## config.mk

```make
export PLATFORM = sky130hd
export DESIGN_NAME = imem_loader
export DESIGN_NICKNAME = d
export VERILOG_FILES = /design/src/rtl/imem_loader_pkg.sv /design/src/rtl/imem_loader_byte_packer.sv /design/src/rtl/imem_loader.sv
export SDC_FILE = /design/constraint.sdc
export NUM_CORES = 1
export LEC_CHECK = 0
export ABC_AREA = 1
export CORE_UTILIZATION = 48
export DETAILED_ROUTE_END_ITERATION = 8
export PLACE_DENSITY_LB_ADDON = 0.25
export SYNTH_ARGS = -nofsm -noshare
export SYNTH_HDL_FRONTEND = slang
export SYNTH_SLANG_ARGS = --single-unit
export TNS_END_PERCENT = 10
```

## constraint.sdc

```tcl
create_clock -name clk -period 2.1 [get_ports clk]
set_input_delay 0.21 -clock clk [delete_from_list [all_inputs] [get_ports clk]]
set_output_delay 0.21 -clock clk [all_outputs]
set_load 0.05 [all_outputs]
```

## src/rtl/imem_loader_pkg.sv

```systemverilog
// Shared definitions for the instruction-memory loader: FSM state encoding and
// sizing constants common to imem_loader, byte_packer and instruction_memory.
package imem_loader_pkg;

  typedef enum logic [1:0] {
    IDLE    = 2'd0,
    COLLECT = 2'd1,
    WRITE   = 2'd2,
    DONE    = 2'd3
  } state_t;

  localparam int WORD_BYTES       = 4;
  localparam int IMEM_DEPTH_WORDS = 64;

endpackage

```

## src/rtl/imem_loader_byte_packer.sv

```systemverilog
// byte_packer: gathers four stream bytes little-endian into one 32-bit word and
// flags the handshake that completes the word.
module byte_packer
  import imem_loader_pkg::*;
(
  input  logic        clk,
  input  logic        reset,
  input  logic        clear,
  input  logic        take,
  input  logic [7:0]  byte_in,
  output logic [31:0] word,
  output logic        word_full
);

  logic [1:0]  cnt;
  logic [31:0] acc;

  always_ff @(posedge clk) begin
    if (reset || clear) begin
      cnt <= 2'd0;
      acc <= 32'd0;
    end else if (take) begin
      acc[{cnt, 3'b000} +: 8] <= byte_in;
      cnt                     <= cnt + 2'd1;
    end
  end

  // The completed word includes the byte arriving in this cycle, so the top can
  // capture it on the same edge that accepts the last byte.
  always_comb begin
    word                     = acc;
    word[{cnt, 3'b000} +: 8] = byte_in;
    word_full                = take && (cnt == 2'(WORD_BYTES - 1));
  end

endmodule

```

## src/rtl/imem_loader.sv

```systemverilog
// imem_loader: packs a byte stream into 32-bit words and writes them to instruction
// memory. Optional macro IMEM_LOADER_CHECKSUM_EN adds an XOR checksum output.
module imem_loader
  import imem_loader_pkg::*;
#(
  parameter int                ADDR_W      = 64,
  parameter int                DEPTH_WORDS = IMEM_DEPTH_WORDS,
  parameter logic [ADDR_W-1:0] BASE_ADDR   = '0
) (
  input  logic              clk,
  input  logic              reset,
  input  logic              start,
  input  logic [15:0]       num_words,
  input  logic [7:0]        byte_in,
  input  logic              byte_valid,
  output logic              byte_ready,
  output logic              wr_en,
  output logic [ADDR_W-1:0] wr_addr,
  output logic [31:0]       wr_data,
  output logic              busy,
  output logic              done,
  output logic              error
`ifdef IMEM_LOADER_CHECKSUM_EN
  ,
  output logic [31:0]       checksum
`endif
);

  localparam int IDX_W = $clog2(DEPTH_WORDS) + 1;

  state_t           state, state_next;
  logic [IDX_W-1:0] word_idx;
  logic [15:0]      words_total;
  logic             start_acc;
  logic             too_big;
  logic             more;
  logic             take;
  logic [31:0]      packed_word;
  logic             word_full;

  assign start_acc = start && ((state == IDLE) || (state == DONE));
  assign too_big   = 32'(num_words) > 32'(DEPTH_WORDS);
  assign more      = (17'(word_idx) + 17'd1) < {1'b0, words_total};
  assign take      = byte_valid && byte_ready;

  byte_packer u_packer (
    .clk       (clk),
    .reset     (reset),
    .clear     (start_acc),
    .take      (take),
    .byte_in   (byte_in),
    .word      (packed_word),
    .word_full (word_full)
  );

  always_ff @(posedge clk) begin
    if (reset) begin
      state <= IDLE;
    end else begin
      state <= state_next;
    end
  end

  always_comb begin
    state_next = state;
    byte_ready = 1'b0;
    wr_en      = 1'b0;
    busy       = 1'b0;
    case (state)
      IDLE, DONE: begin
        if (start) begin
          state_next = ((num_words == 16'd0) || too_big) ? DONE : COLLECT;
        end
      end
      COLLECT: begin
        byte_ready = !reset;
        busy       = 1'b1;
        if (word_full) begin
          state_next = WRITE;
        end
      end
      WRITE: begin
        wr_en      = !reset;
        busy       = 1'b1;
        state_next = more ? COLLECT : DONE;
      end
      default: state_next = IDLE;
    endcase
  end

  // Address and data are latched as the last byte lands and then held, so the
  // write port stays stable outside the strobe.
  always_ff @(posedge clk) begin
    if (reset) begin
      done        <= 1'b0;
      error       <= 1'b0;
      wr_addr     <= BASE_ADDR;
      wr_data     <= 32'd0;
      word_idx    <= '0;
      words_total <= 16'd0;
    end else begin
      if (start_acc) begin
        word_idx    <= '0;
        words_total <= num_words;
        done        <= (num_words == 16'd0) || too_big;
        error       <= too_big;
      end
      if ((state == COLLECT) && word_full) begin
        wr_data <= packed_word;
        wr_addr <= BASE_ADDR + (ADDR_W'(word_idx) << 2);
      end
      if (state == WRITE) begin
        word_idx <= word_idx + 1'b1;
        if (!more) begin
          done <= 1'b1;
        end
      end
    end
  end

`ifdef IMEM_LOADER_CHECKSUM_EN
  always_ff @(posedge clk) begin
    if (reset || start_acc) begin
      checksum <= 32'd0;
    end else if (state == WRITE) begin
      checksum <= checksum ^ wr_data;
    end
  end
`endif

endmodule

```

**Word level (Yosys, flattened, before mapping)**

Index checks and enable logic that the tools add are counted.

- Register bits after elaboration: 100
- Output and inout port bits: 101

- Equal/unequal tests: 6
- Shift-type cells: 2
- Multiplexer cells: 14
- $lt $le $gt $ge: 2
- Add/sub/neg operators: 4
- Reduce and logical (&&, ||, !) cells: 14

Operator list:

| kind | count |
|---|---|
| $bwmux 32 | 1 |
| $shift 8x7->32 const A | 1 |
| $shiftx 8x7->32 | 1 |
| $gt 16x7->1 const B | 1 |
| $logic_not 16->1 | 1 |
| $lt 8x16->1 | 1 |
| $mux 7 | 2 |
| $add 7x1->8 const B | 1 |
| $mux 2 | 4 |
| $add 7x1->7 const B | 1 |
| $neg 5->7 | 1 |
| $eq 2x2->1 const B | 3 |
| $mux 1 | 6 |
| $pmux 2 s3 | 1 |
| $logic_and 1x1->1 | 4 |
| $ne 2x2->1 const B | 2 |
| $reduce_or 2->1 | 2 |
| $logic_or 1x1->1 | 3 |
| $add 2x1->2 const B | 1 |
| $eq 2x1->1 const B | 1 |
| $logic_not 2->1 | 1 |
| $reduce_and 2->1 | 1 |
| $reduce_bool 2->1 | 1 |
| $logic_not 1->1 | 1 |

**Depth between registers and ports, before layout**

- Depth in word-level cells: 6
- Gate-level depth with buffers: 16

**Cells and area by module**

Synthesis repeated with hierarchy kept, for this count alone.

- Cells, all modules: 772
- Area, all modules: 5260.0 µm²

Modules (own cells, without submodules):

| module | instances | sequential area each (µm²) | area each (µm²) | cells each |
|---|---|---|---|---|
| imem_loader | 1 | 1321.3 | 3229.3 | 433 |
| byte_packer | 1 | 680.7 | 2030.7 | 339 |

**Worst setup path before layout**

No wires, ideal clock.

- Kind: register -> register
- Start point: register word_idx[0]
- End point: register state[1]
- Stages on the path, launching flop included: 14
- Setup time: 67 ps
- Arrival: 1765 ps
- Path slack: 268 ps
- Path buffers: 0
- Period minus slack after synthesis: 1832 ps
- Path through: dfxtp_1 > ha_1 > nand3_1 > nor2_1 > nand2_1 > xor2_1 > ha_1 > nand2_1 > o21a_1 > nand2_1 > nand2_1 > nand2_1 > nand2_1 > a21oi_2

- Word-level cells in the longest chain between the ends: 4

Ends and longest elaborated chain:

| what | line | RTL |
|---|---|---|
| start, declared | imem_loader.sv:32 | `logic [IDX_W-1:0] word_idx;` |
| start signal, assigned | imem_loader.sv:113 | `word_idx <= word_idx + 1'b1;` |
| $add 7x1->8 | imem_loader.sv:43 | `assign more = (17'(word_idx) + 17'd1) < {1'b0, words_total};` |
| $lt 8x16->1 | imem_loader.sv:43 |  |
| $mux 2 | imem_loader.sv:85 | `state_next = more ? COLLECT : DONE;` |
| $pmux 2 s3 | imem_loader.sv:69 | `case (state)` |
| end signal, assigned | imem_loader.sv:60 | `state <= state_next;` |
| end, declared | imem_loader.sv:31 | `state_t state, state_next;` |

Every way passes these cells.
A chain may end at the register's enable or synchronous reset.

**Worst setup path after layout**

Same ends and word-level chain as after synthesis.

==> qor.yml <==
ys_ff_latch: 92
fillers: 923
numCtsBuffers: 9
hp-class: "reg2reg"
drive_above_1_share_pct: 7.507
gr-usage-all-layers_pct: 20.92
rows: 35
clock-skew-final_ps: 14.56
grt_pass1_vias: 3697
cts.clk_slew.worst_paths_ps: 90
finalSetupViolCount: 0
worst_pin_slew_ps: 554.2
hold_slack_ps: 457.8
gp_congestion: 0.8754
yosysSeqAreaShare_pct: 39.66
critPathCaptureType: "register"
routedWlPerCell_um: 12.47
clock_sinks: 92
post-synth-top-area-cell: "dfxtp_1"
clkLatencyLatePin_ps: 360
ir_drop_mv: 0.4151
area_delta_synth_final_pct: 18.48
num_io_pins: 129
die_h_um: 100.4
fmax_ghz: 0.5131
max-slew-margin-rel_pct: 63.00
drtIter0Drc: 162
num_antenna_cells: 0
rsz0062_at_grt: "no"
leakage_nw: 2.454
hpwl_mm: 7.575
grt_start_max_net_pins: 50
drc: 0
cts_buffer_depth: 2
cp-start-kind: "register"
die-area_um2: 10070
synthDistinctLibCells: 37
required_ps: 2360
avgSynthCellArea_um2: 7.257
status: "complete, no violations"
wirelength_mm: 10.41
synth_area_um2: 4644
nNetsFinal: 744
period_minus_slack_ps: 1949
drtAntennaViolNets: 0
yosys.area.top_type_share_pct: 39.66
yosys_warnings: 0
fin_crit_sh_pct: 92.80
hold_viol_final: 0
pwr_density_cell_nw_per_um2: 828.7
antenna_found_initial: 0
core_area_um2: 9328
cts_root_buf: "clkbuf_8"
grt_pass1_wl_mm: 16.66
cts_tree: "yes"
r2r_slack_ps: 150
start_util_pct: 49.79
final-seq-area_um2: 1854
arrival_ps: 2210
htreeDepth: 3
overflow: 0
drv_slew: 0
multi_input_area_um2: 2081
die_w_um: 100.4
synthTopCellsByArea: "dfxtp_1 40%, buf_4 9.4%, o21ai_0 8.0%"
reg2reg_from: "word_idx[0]"
fin_cells: 835
viasPerCell: 4.799
dp_cells: 817
path_max_fanout: 6
worstSetupPathType: "reg2reg"
port_buffers: 71
firstDrtPassIters: 4
synth_cells: 640
cap_violations: 0
cp-startpoint: "word_idx[0]"
min_from: "wr_data[28]"
vias: 4007
setup_tns_ps: 0
[path summary, 6_finish.rpt]
check	end	cells past startpoint
worst max register to register	state[1]	14
worst min-delay path	wr_data[28]	2
worst max-delay path	state[1]	14
worst min register to register	wr_data[28]	2
[metal layers]
metal  routed length, um  up-vias  GRT usage [%]  share of wire [%]
met2                5209      115          37.09                 50
met4                 170        0          6.243                1.6
li1                    -     2039              -                  -
met3                 463       17          4.805                4.4
met1                4570     1836          25.12                 44
met5                   0        -              0                  0
[cell families (layout without fill, tap and decap cells)]
group                    count (synthesis)  after routing  synth area share (%)
AO/OA/AOI/OAI                          151            151                 17.62
AND/OR/NAND/NOR                        185            185                 16.84
adder cells (fa/ha/maj)                 15             15                 4.041
flip-flops                              92             92                 39.66
other                                    1             57               0.08074
XOR/XNOR                                 4              4                0.7544
buffers and inverters                  192            202                 21.01
[report_power, final]
group / internal, mW / switching, mW / total, mW
combinational: 0.440 / 1.04 / 1.48
sequential: 1.90 / 0.0720 / 1.98
clock: 0.497 / 0.613 / 1.11
total: 2.84 / 1.72 / 4.56
[layout by cell type, fill, tap and decap left out, types with 4 or more instances in the layout]
cell and n:
clkbuf_8 11, conb_1 57, dfxtp_1 88, nand2_1 67, inv_1 97, o22ai_1 21
inv_2 5, o21ai_0 74, ha_1 13, buf_12 4, buf_4 10, clkdlybuf4s50_1 68
nor2_1 85, a21oi_1 42, nand3_1 19
[metrics by stage]
step | utilization [%] | area, um^2 | setup slack (ps) | power (mW)
floorplan | - | 4855 | 267.6 | 3.164
global route | 58.99 | 5503 | 10.44 | 4.813
global placement | 56.30 | 5251 | 166.1 | 3.411
detailed placement | 56.30 | 5251 | 45.71 | 3.455
finish | 58.99 | 5503 | 151.2 | 4.560
CTS | 58.23 | 5431 | 32.60 | 4.560
[worst max-delay path: stages (launching register included)]
cell and delay (ps):
dfxtp_4 400, nand3_2 100, nor2_2 110, inv_1 60, nor2_2 140, nand2_1 70
nor2_1 100, ha_1 250, a21oi_1 180, o21a_1 150, nand2_1 50, nand2_1 70
nand2_1 60, nand2_1 70, a21oi_2 50
[flip-flops by register name, indices dropped and copies added (netlist names)]
| name | cells |
|---|---|
| done | 1 |
| error | 1 |
| words_total | 16 |
| wr_data | 32 |
| u_packer.cnt | 2 |
| word_idx | 7 |
| u_packer.acc | 24 |
| wr_addr | 7 |
| state | 2 |
[cell usage after synthesis]
cell type	n
a211oi_1	1
a21oi_1	43
a21oi_2	1
a22oi_1	2
a31oi_1	2
a32o_1	1
and2_1	1
buf_2	11
buf_4	58
buf_6	3
clkbuf_1	15
clkbuf_2	1
clkinv_1	2
conb_1	1
dfxtp_1	92
ha_1	15
inv_1	97
inv_2	5
nand2_1	67
nand2_4	1
nand3_1	21
nand4_1	1
nand4_2	1
nor2_1	87
nor2_2	1
nor2_4	1
nor2_8	1
nor3_1	1
nor3_2	2
o2111ai_1	2
o21a_1	1
o21ai_0	74
o21ai_1	2
o22ai_1	21
o22ai_2	1
xnor2_1	1
xor2_1	3
[repair_timing]
item | in CTS | in global routing
endpoints found under the setup margin | 0 | 2
resized for setup | 0 | 15
hold buffers | 0 | 0
buffers inserted | 0 | 2
[layout make-up]
cell class              instances  area share, %
repair buffers                 82          15.19
inverters                     104          7.094
flip-flops and latches         92          33.70
multi-input cells             412          37.81
clock buffers                  13          2.888
clock inverters                 3         0.3865
well taps                     129          2.933
Power figures use the tool's default switching activity.
